`src/rtl/iob2axi_pkg.sv`:
```
// iob2axi_pkg -- shared definitions for the IOb to AXI4 bridge.
//   state_t      : bridge FSM states
//   AXI_*        : fixed AXI4 attribute values driven on AW/AR
//   axi_size()   : AxSIZE encoding for a given strobe width
package iob2axi_pkg;

   typedef enum logic [2:0] {
      IDLE  = 3'd0,
      WRITE = 3'd1,
      WRESP = 3'd2,
      READ  = 3'd3,
      RDATA = 3'd4
   } state_t;

   localparam logic [7:0] AXI_LEN_SINGLE = 8'd0;
   localparam logic [1:0] AXI_BURST_INCR = 2'b01;
   localparam logic       AXI_LOCK_NORM  = 1'b0;
   localparam logic [3:0] AXI_CACHE_MOD  = 4'b0011;
   localparam logic [2:0] AXI_PROT_DFLT  = 3'b000;
   localparam logic [1:0] AXI_RESP_OKAY  = 2'b00;

   // log2 of the bytes per beat; strobe width is a power of two
   function automatic logic [2:0] axi_size(input int unsigned strb_w);
      logic [2:0] size;
      size = '0;
      for (int unsigned i = 0; i < 8; i++) begin
         if ((32'd1 << i) == strb_w) size = 3'(i);
      end
      return size;
   endfunction

endpackage

```
`src/rtl/iob_reg_re.sv`:
```
// iob_reg_re -- register with asynchronous reset, clock enable,
// synchronous reset and load enable.
//   clk_i   : clock
//   arst_i  : asynchronous active-high reset (loads RST_VAL)
//   cke_i   : clock enable
//   rst_i   : synchronous reset (loads RST_VAL)
//   en_i    : load enable
//   data_i  : next value
//   data_o  : registered value
module iob_reg_re #(
   parameter int unsigned            DATA_W  = 1,
   parameter logic [DATA_W-1:0]      RST_VAL = '0
) (
   input  logic              clk_i,
   input  logic              arst_i,
   input  logic              cke_i,
   input  logic              rst_i,
   input  logic              en_i,
   input  logic [DATA_W-1:0] data_i,
   output logic [DATA_W-1:0] data_o
);

   always_ff @(posedge clk_i or posedge arst_i) begin
      if (arst_i) begin
         data_o <= RST_VAL;
      end else if (cke_i) begin
         if (rst_i) begin
            data_o <= RST_VAL;
         end else if (en_i) begin
            data_o <= data_i;
         end
      end
   end

endmodule

```
`src/rtl/iob2axi.sv`:
```
// iob2axi -- bridges single IOb requests onto AXI4 single-beat transfers,
// one transaction outstanding at a time.
//   clk, rst            : clock, asynchronous active-high reset
//   iob_*               : IOb slave side (nonzero wstrb = write, zero = read)
//   m_axi_aw*/w*/b*     : AXI4 master write channels
//   m_axi_ar*/r*        : AXI4 master read channels
//   err_o               : sticky error on non-OKAY response
//                         (present only when IOB2AXI_ERR_EN is defined)
module iob2axi
   import iob2axi_pkg::*;
#(
   parameter  int unsigned ADDR_WIDTH   = 32,
   parameter  int unsigned DATA_WIDTH   = 32,
   parameter  int unsigned AXI_ID_WIDTH = 1,
   localparam int unsigned STRB_WIDTH   = DATA_WIDTH / 8
) (
   input  logic                    clk,
   input  logic                    rst,
   // IOb
   input  logic                    iob_avalid_i,
   input  logic [ADDR_WIDTH-1:0]   iob_addr_i,
   input  logic [DATA_WIDTH-1:0]   iob_wdata_i,
   input  logic [STRB_WIDTH-1:0]   iob_wstrb_i,
   output logic                    iob_ready_o,
   output logic                    iob_rvalid_o,
   output logic [DATA_WIDTH-1:0]   iob_rdata_o,
   // AW
   output logic [AXI_ID_WIDTH-1:0] m_axi_awid,
   output logic [ADDR_WIDTH-1:0]   m_axi_awaddr,
   output logic [7:0]              m_axi_awlen,
   output logic [2:0]              m_axi_awsize,
   output logic [1:0]              m_axi_awburst,
   output logic                    m_axi_awlock,
   output logic [3:0]              m_axi_awcache,
   output logic [2:0]              m_axi_awprot,
   output logic                    m_axi_awvalid,
   input  logic                    m_axi_awready,
   // W
   output logic [DATA_WIDTH-1:0]   m_axi_wdata,
   output logic [STRB_WIDTH-1:0]   m_axi_wstrb,
   output logic                    m_axi_wlast,
   output logic                    m_axi_wvalid,
   input  logic                    m_axi_wready,
   // B
   input  logic [AXI_ID_WIDTH-1:0] m_axi_bid,
   input  logic [1:0]              m_axi_bresp,
   input  logic                    m_axi_bvalid,
   output logic                    m_axi_bready,
   // AR
   output logic [AXI_ID_WIDTH-1:0] m_axi_arid,
   output logic [ADDR_WIDTH-1:0]   m_axi_araddr,
   output logic [7:0]              m_axi_arlen,
   output logic [2:0]              m_axi_arsize,
   output logic [1:0]              m_axi_arburst,
   output logic                    m_axi_arlock,
   output logic [3:0]              m_axi_arcache,
   output logic [2:0]              m_axi_arprot,
   output logic                    m_axi_arvalid,
   input  logic                    m_axi_arready,
   // R
   input  logic [AXI_ID_WIDTH-1:0] m_axi_rid,
   input  logic [DATA_WIDTH-1:0]   m_axi_rdata,
   input  logic [1:0]              m_axi_rresp,
   input  logic                    m_axi_rlast,
   input  logic                    m_axi_rvalid,
   output logic                    m_axi_rready
`ifdef IOB2AXI_ERR_EN
   ,
   output logic                    err_o
`endif
);

   localparam logic [2:0] AXI_SIZE = axi_size(STRB_WIDTH);

   state_t                  state;
   state_t                  state_nxt;
   logic [2:0]              state_q;
   logic                    accept;
   logic                    awvalid_nxt;
   logic                    wvalid_nxt;
   logic                    arvalid_nxt;
   logic                    bready_nxt;
   logic                    rready_nxt;
   logic                    b_hs;
   logic                    r_hs;
   logic [ADDR_WIDTH-1:0]   addr_q;

   assign state       = state_t'(state_q);
   assign iob_ready_o = (state == IDLE);
   assign accept      = iob_avalid_i & iob_ready_o;
   assign b_hs        = m_axi_bvalid & m_axi_bready;
   assign r_hs        = m_axi_rvalid & m_axi_rready;

   // Fixed AXI attributes
   assign m_axi_awid    = '0;
   assign m_axi_awaddr  = addr_q;
   assign m_axi_awlen   = AXI_LEN_SINGLE;
   assign m_axi_awsize  = AXI_SIZE;
   assign m_axi_awburst = AXI_BURST_INCR;
   assign m_axi_awlock  = AXI_LOCK_NORM;
   assign m_axi_awcache = AXI_CACHE_MOD;
   assign m_axi_awprot  = AXI_PROT_DFLT;
   assign m_axi_wlast   = m_axi_wvalid;
   assign m_axi_arid    = '0;
   assign m_axi_araddr  = addr_q;
   assign m_axi_arlen   = AXI_LEN_SINGLE;
   assign m_axi_arsize  = AXI_SIZE;
   assign m_axi_arburst = AXI_BURST_INCR;
   assign m_axi_arlock  = AXI_LOCK_NORM;
   assign m_axi_arcache = AXI_CACHE_MOD;
   assign m_axi_arprot  = AXI_PROT_DFLT;

   // FSM next-state and registered-output next values; every flop lives in
   // an iob_reg_re instance, so the FSM is split into this block plus registers.
   always_comb begin
      state_nxt   = state;
      awvalid_nxt = m_axi_awvalid & ~m_axi_awready;
      wvalid_nxt  = m_axi_wvalid & ~m_axi_wready;
      arvalid_nxt = m_axi_arvalid & ~m_axi_arready;
      case (state)
         IDLE: begin
            if (iob_avalid_i) begin
               if (|iob_wstrb_i) begin
                  state_nxt   = WRITE;
                  awvalid_nxt = 1'b1;
                  wvalid_nxt  = 1'b1;
               end else begin
                  state_nxt   = READ;
                  arvalid_nxt = 1'b1;
               end
            end
         end
         // AW and W retire independently; leave once neither is pending
         WRITE:   if (!awvalid_nxt && !wvalid_nxt) state_nxt = WRESP;
         WRESP:   if (m_axi_bvalid) state_nxt = IDLE;
         READ:    if (m_axi_arready) state_nxt = RDATA;
         RDATA:   if (m_axi_rvalid) state_nxt = IDLE;
         default: state_nxt = IDLE;
      endcase
      bready_nxt = (state_nxt == WRESP);
      rready_nxt = (state_nxt == RDATA);
   end

   iob_reg_re #(.DATA_W(3), .RST_VAL(IDLE)) state_reg (
      .clk_i(clk), .arst_i(rst), .cke_i(1'b1), .rst_i(1'b0), .en_i(1'b1),
      .data_i(state_nxt), .data_o(state_q));

   // Request capture
   iob_reg_re #(.DATA_W(ADDR_WIDTH)) addr_reg (
      .clk_i(clk), .arst_i(rst), .cke_i(1'b1), .rst_i(1'b0), .en_i(accept),
      .data_i(iob_addr_i), .data_o(addr_q));
   iob_reg_re #(.DATA_W(DATA_WIDTH)) wdata_reg (
      .clk_i(clk), .arst_i(rst), .cke_i(1'b1), .rst_i(1'b0), .en_i(accept),
      .data_i(iob_wdata_i), .data_o(m_axi_wdata));
   iob_reg_re #(.DATA_W(STRB_WIDTH)) wstrb_reg (
      .clk_i(clk), .arst_i(rst), .cke_i(1'b1), .rst_i(1'b0), .en_i(accept),
      .data_i(iob_wstrb_i), .data_o(m_axi_wstrb));

   // AXI handshake signals
   iob_reg_re #(.DATA_W(1)) awvalid_reg (
      .clk_i(clk), .arst_i(rst), .cke_i(1'b1), .rst_i(1'b0), .en_i(1'b1),
      .data_i(awvalid_nxt), .data_o(m_axi_awvalid));
   iob_reg_re #(.DATA_W(1)) wvalid_reg (
      .clk_i(clk), .arst_i(rst), .cke_i(1'b1), .rst_i(1'b0), .en_i(1'b1),
      .data_i(wvalid_nxt), .data_o(m_axi_wvalid));
   iob_reg_re #(.DATA_W(1)) bready_reg (
      .clk_i(clk), .arst_i(rst), .cke_i(1'b1), .rst_i(1'b0), .en_i(1'b1),
      .data_i(bready_nxt), .data_o(m_axi_bready));
   iob_reg_re #(.DATA_W(1)) arvalid_reg (
      .clk_i(clk), .arst_i(rst), .cke_i(1'b1), .rst_i(1'b0), .en_i(1'b1),
      .data_i(arvalid_nxt), .data_o(m_axi_arvalid));
   iob_reg_re #(.DATA_W(1)) rready_reg (
      .clk_i(clk), .arst_i(rst), .cke_i(1'b1), .rst_i(1'b0), .en_i(1'b1),
      .data_i(rready_nxt), .data_o(m_axi_rready));

   // Read return: data captured on the R handshake, strobe one cycle later
   iob_reg_re #(.DATA_W(1)) rvalid_reg (
      .clk_i(clk), .arst_i(rst), .cke_i(1'b1), .rst_i(1'b0), .en_i(1'b1),
      .data_i(r_hs), .data_o(iob_rvalid_o));
   iob_reg_re #(.DATA_W(DATA_WIDTH)) rdata_reg (
      .clk_i(clk), .arst_i(rst), .cke_i(1'b1), .rst_i(1'b0), .en_i(r_hs),
      .data_i(m_axi_rdata), .data_o(iob_rdata_o));

`ifdef IOB2AXI_ERR_EN
   logic err_set;
   logic unused_in;
   assign err_set = (b_hs && (m_axi_bresp != AXI_RESP_OKAY)) ||
                    (r_hs && (m_axi_rresp != AXI_RESP_OKAY));
   // Sticky: only ever loads 1, cleared by reset alone
   iob_reg_re #(.DATA_W(1)) err_reg (
      .clk_i(clk), .arst_i(rst), .cke_i(1'b1), .rst_i(1'b0), .en_i(err_set),
      .data_i(1'b1), .data_o(err_o));
   assign unused_in = ^{m_axi_bid, m_axi_rid, m_axi_rlast};
`else
   logic unused_in;
   assign unused_in = ^{m_axi_bid, m_axi_rid, m_axi_rlast, m_axi_bresp,
                        m_axi_rresp};
`endif

endmodule

```
`config.mk`:
```
export PLATFORM = sky130hd
export DESIGN_NAME = iob2axi
export DESIGN_NICKNAME = d
export VERILOG_FILES = /design/src/rtl/iob2axi_pkg.sv /design/src/rtl/iob_reg_re.sv /design/src/rtl/iob2axi.sv
export SDC_FILE = /design/constraint.sdc
export NUM_CORES = 1
export LEC_CHECK = 0
export ABC_AREA = 1
export BUFFER_PORTS_ARGS = -buffer_cell sky130_fd_sc_hd__buf_2
export CAP_MARGIN = 0
export CORE_MARGIN = 3
export CORE_UTILIZATION = 30
export DETAILED_ROUTE_END_ITERATION = 8
export GPL_ROUTABILITY_DRIVEN = 0
export SYNTH_ARGS = -nofsm -noshare
export SYNTH_HDL_FRONTEND = slang
export SYNTH_HIERARCHICAL = 1
export SYNTH_SLANG_ARGS = --single-unit
```
`constraint.sdc`:
```
create_clock -name clk -period 1.4 [get_ports clk]
set_input_delay 0 -clock clk [delete_from_list [all_inputs] [get_ports clk]]
set_output_delay 0 -clock clk [all_outputs]
set_load 0.005 [all_outputs]
```
# Word-level counts from Yosys, hierarchy flattened
# Cells that the tools add are included.
[word_totals]
ff_bits = 109
elab_cells = 46
[op_classes]
eq_ne = 6
mux = 16
bitwise = 8
reduce_logical = 5
[op_table]
columns = ["operator", "n"]
rows = [
  ["2-to-1 mux 3 bit", 5],
  ["case mux 3 bit (5 select lines)", 1],
  ["== test 3 x 2 -> 1 bit (second input constant)", 3],
  ["2-to-1 mux 1 bit", 9],
  ["== test 3 bit (second input constant)", 2],
  ["bitwise AND 1 bit", 5],
  ["OR reduction 4 bit", 1],
  ["== test 3 x 1 -> 1 bit (second input constant)", 1],
  ["zero test 3 bit", 1],
  ["NOT 1 bit", 3],
  ["zero test 1 bit", 2],
  ["2-to-1 mux 2 bit", 1],
  ["logical AND 1 bit", 1],
]

# Depth between registers and ports, before layout
[logic_depth]
ltp_word = 7
depth_mapped = 9

# By module
# Netlist, hierarchy kept.
[by_module_without_submodules]
columns = ["module", "n_inst", "cells_per_inst", "area_each_um2"]
rows = [
  ["iob_reg_re (addr_reg ...)", 3, 145, 1360.1],
  ["iob2axi", 1, 124, 808.3],
  ["iob_reg_re (arvalid_reg ...)", 6, 8, 53.8],
  ["iob_reg_re (wstrb_reg)", 1, 19, 171.4],
  ["iob_reg_re (state_reg)", 1, 15, 132.6],
]

# Worst setup path after synthesis
# Ideal clock, no wire load.
[synth_path]
kind = "flip-flop to flip-flop"
from = "reg state_reg.data_o[1]"
to = "reg addr_reg.data_o[11]"
arrival_ns = 1.222
slack_ns = 0.061
stages_incl_launch_ff = 9
n_path_buf = 2
path_cell_list = "dfrtp_1 > nor2_4 > nand2_4 > nor2_8 > buf_6 > o21ai_4 > buf_6 > nand2_1 > nand2_1"
[synth_between]
elab_chain_len = 2
[synth_rtl]
columns = ["element", "line_no", "text"]
rows = [
  ["from (decl)", "iob_reg_re.sv:20", "output logic [DATA_W-1:0] data_o"],
  ["from (signal assigned)", "iob_reg_re.sv:30", "data_o <= data_i;"],
  ["zero test 3 bit", "iob2axi.sv:89", "assign iob_ready_o = (state == IDLE);"],
  ["bitwise AND 1 bit", "iob2axi.sv:90", "assign accept = iob_avalid_i & iob_ready_o;"],
  ["net accept", "iob2axi.sv:78", "logic accept;"],
  ["to (signal assigned)", "iob_reg_re.sv:30", ""],
  ["to (decl)", "iob_reg_re.sv:20", ""],
]
# The timed path passes the listed nets, and every way through them passes these cells.
# A chain may end at the register's enable or synchronous reset.

# Worst setup path after layout
[layout_path]
from = "reg state_reg.data_o[1]"
to = "reg wdata_reg.data_o[26]"
[layout_between]
elab_chain_len = 2
[layout_rtl]
columns = ["element", "line_no"]
rows = [
  ["zero test 3 bit", "iob2axi.sv:89"],
  ["bitwise AND 1 bit", "iob2axi.sv:90"],
  ["net accept", "iob2axi.sv:78"],
  ["to (signal assigned)", "iob_reg_re.sv:30"],
  ["to (decl)", "iob_reg_re.sv:20"],
]
# The timed path passes the listed nets, and every way through them passes these cells.

==> impl_metrics.tcl <==
set metrics [dict create \
    run_status "finished, final reports clean" \
    clkLatencyLatePin_ns 0.35 \
    p_sw_mw 2.31 \
    power_report.internal_total_mw 5.65 \
    post-place-ws_ns -0.114 \
    timing.hold.worst.class "input pin to flip-flop" \
    finish.cell_count_without_fillers 1241 \
    filler_cell_count 1706 \
    timing.final.ws_setup_ns 0.0115 \
    tritoncts_num_sinks 109 \
    design.final.nets 1126 \
    unrepaired_setup_endpoints_after_global_routing "yes" \
    cts.htree.levels 3 \
    report.final.slew_viol_count 0 \
    synth.ff_latch_count 109 \
    ir_drop_mv 0.644 \
    clock_power_share_pct 32.4 \
    cts_root_buf "sky130_fd_sc_hd__clkbuf_16" \
    global_route_wire_length_before_repair_um 26600 \
    drt.antenna.violating_nets 0 \
    routed_wire_length_per_instance_um 14.0 \
    combinationalPowerShare_pct 22.5 \
    synth-edff-count 0 \
    post_synth_instance_area_um2 5520 \
    timing.critical_path.from_type "flip-flop" \
    fraction_of_layout_cells_with_a_size_suffix_above_1_pct 34.1 \
    cts.reportedPaths.clkPinSlew_ns 0.07 \
    io_buffer_count 247 \
    postPlaceCellArea_um2 6680 \
    die_area_um2 20000 \
    critical_path_class "flip-flop to flip-flop" \
    synth_seq_area_share_pct 49.5 \
    cp-end-kind "flip-flop" \
    syn_to_final_growth_pct 52.1 \
    via_count 5382 \
    post_synth.cell_area_avg_um2 8.60 \
    static-leakage-power_nw 4.91 \
    setup_viol 0 \
    timing.clock.skew_ns 0.00781 \
    synth-async-reset-ratio_pct 100 \
    gr-usage-all-layers_pct 16.5 \
    worstPathArrival_ns 1.63 \
    power.share.switching_pct 29.1 \
    die_w_um 142 \
    maximum_number_of_pins_on_one_net_before_global_route_repair 35 \
    max_clock_freq_mhz 720 \
    yosysUniqueCellTypes 22 \
    power_density_nw_per_um2 949 \
    place.detailed.instances 1111 \
    critical_path_required_ns 1.64 \
    period_minus_slack_ns 1.39 \
    dp_hpwl_um 11100 \
    grt.overflow.total 0 \
    detail_route.vias_per_cell 4.34 \
    worstMarginPinSlew_ns 0.507 \
    design.portCount 299 \
    remaining_drc_errors 0 \
    number_of_global_route_vias_before_repair 5164 \
    first_pass_iters 5 \
    cts_max_path_buffers 2 \
    maxCapViolCount 0 \
    total_power_mw 7.96 \
    sequential_share_of_power_pct 45.1 \
    clock_tree_from_tritoncts "built" \
    postRouteWirelength_um 17400 \
    slew_headroom_pct 66.0 \
    final-hold-violation-count 0 \
    worst_hold_margin_ns 0.102 \
    postSynthCellCount 641 \
    antenna_found_initial 1 \
    drt_iter0_markers 245 \
    fp-row-count 48 \
    fin_crit_sh_pct 99.2 \
    layout.cell_area.non_filler_um2 8390 \
    initial_core_util_pct 31.2 \
    cts_inserted_buffers 9 \
    critical_path_peak_fanout 8 \
    die_h_um 142 \
    yosysWarnings 6 \
    floorplan.core_area_um2 17700 \
    ys_dominant_reg_cell "sky130_fd_sc_hd__dfrtp_1" \
]
-- placed cells by master, fill, tap and decap left out, drive strengths merged, types with 6 or more instances in the layout --
cell type and count:
a21oi 6, buf 269, clkbuf 12, conb 106
dfrtp 109, dlygate4sd3 101, inv 34, nand2 236
nand3 8, nand4 103, nor2 16, o21ai 8
-- power by group through the flow --
stage | registers [mW] | logic [mW] | clock network (mW)
global placement | 3.62 | 1.31 | 0
CTS | 3.57 | 1.61 | 2.66
global route | 3.62 | 1.98 | 2.77
finish | 3.59 | 1.79 | 2.58
detailed placement | 3.63 | 1.33 | 0
floorplan | 3.64 | 0.895 | 0
-- cell type report --
class | count | area (µm²) | area share, %
antenna | 1 | 2.50 | 0.0298
clock buffer | 10 | 229 | 2.73
clock inverter | 5 | 60.1 | 0.716
inverter | 33 | 124 | 1.48
multi-input combinational | 486 | 2390 | 28.4
sequential | 109 | 2730 | 32.5
tap | 225 | 282 | 3.36
timing repair buffer | 372 | 2580 | 30.7
-- worst paths after layout --
path	start	endpoint	slack (ns)	depth (start not counted)
min	m_axi_wready	wvalid_reg/data_o	0.10	8
max in group asynchronous	rst	wdata_reg/data_o[12]	0.68	4
min reg2reg	wdata_reg/data_o[15]	wdata_reg/data_o[15]	0.46	2
min in group asynchronous	rst	arvalid_reg/data_o	0.14	3
max reg2reg	state_reg/data_o[1]	wdata_reg/data_o[26]	0.01	8
max	state_reg/data_o[1]	wdata_reg/data_o[26]	0.01	8
-- sequential cells by signal, indices dropped and copies added (netlist names), 3 cells and up --
signal and count:
addr_reg/data_o 32, rdata_reg/data_o 32, state_reg/data_o 3, wdata_reg/data_o 32
wstrb_reg/data_o 4
-- layer usage --
| metal | GRT usage (%) | up-vias | part of all wire, % |
|---|---|---|---|
| met5 | 0 | - | 0 |
| met4 | 6.72 | 0 | 2.9 |
| met3 | 3.13 | 34 | 5.2 |
| met2 | 28.5 | 187 | 51 |
| met1 | 20.2 | 2498 | 41 |
| li1 | - | 2663 | - |
-- timing repair --
action / in CTS / in global routing
setup buffers: 2 / 7
gates cloned: 2 / 2
pin swaps: 0 / 7
hold buffers: 101 / 0
gates resized for setup: 6 / 62
hold endpoints to repair: 209 / 0
endpoints found under the setup margin: 65 / 56
-- cells in the mapped netlist (2+ instances only) --
cell,n,area share (%)
sky130_fd_sc_hd__o21ai_2,2,0.32
sky130_fd_sc_hd__buf_2,27,2.5
sky130_fd_sc_hd__o31ai_1,2,0.27
sky130_fd_sc_hd__nor2_1,14,0.95
sky130_fd_sc_hd__dfrtp_1,109,49
sky130_fd_sc_hd__nand4_1,103,12
sky130_fd_sc_hd__o21ai_4,3,0.88
sky130_fd_sc_hd__nand3_1,8,0.73
sky130_fd_sc_hd__a21oi_1,6,0.54
sky130_fd_sc_hd__nand2_1,232,16
sky130_fd_sc_hd__nand2_2,3,0.34
sky130_fd_sc_hd__inv_1,32,2.2
sky130_fd_sc_hd__buf_4,77,10
sky130_fd_sc_hd__conb_1,2,0.14
sky130_fd_sc_hd__clkbuf_2,3,0.27
sky130_fd_sc_hd__buf_6,12,2.5
-- logic make-up (layout without fill, tap and decap cells) --
kind of cell | Yosys count | after routing | share of synthesized area [%]
other | 2 | 107 | 0.136
flip-flops | 109 | 109 | 49.5
buffers and inverters | 152 | 420 | 17.9
AO/OA/AOI/OAI | 14 | 16 | 2.11
AND/OR/NAND/NOR | 364 | 364 | 30.4
-- per-stage QoR --
step / utilization (%) / setup TNS [ns]
floorplan: - / 0
global placement: 37.8 / -5.18
detailed placement: 37.8 / -5.52
CTS: 45.6 / 0
global route: 47.5 / -2.21
finish: 47.5 / 0
-- worst max-delay path: stages (launching register included) --
cell and delay, ns:
sky130_fd_sc_hd__dfrtp_1 0.41, sky130_fd_sc_hd__nor2_4 0.14, sky130_fd_sc_hd__nand2_4 0.08, sky130_fd_sc_hd__nor2_8 0.16
sky130_fd_sc_hd__buf_12 0.14, sky130_fd_sc_hd__o21ai_4 0.07, sky130_fd_sc_hd__clkbuf_16 0.17, sky130_fd_sc_hd__nand2_2 0.05
sky130_fd_sc_hd__nand2_1 0.04
Note: power is estimated with default switching activity, not from simulation.
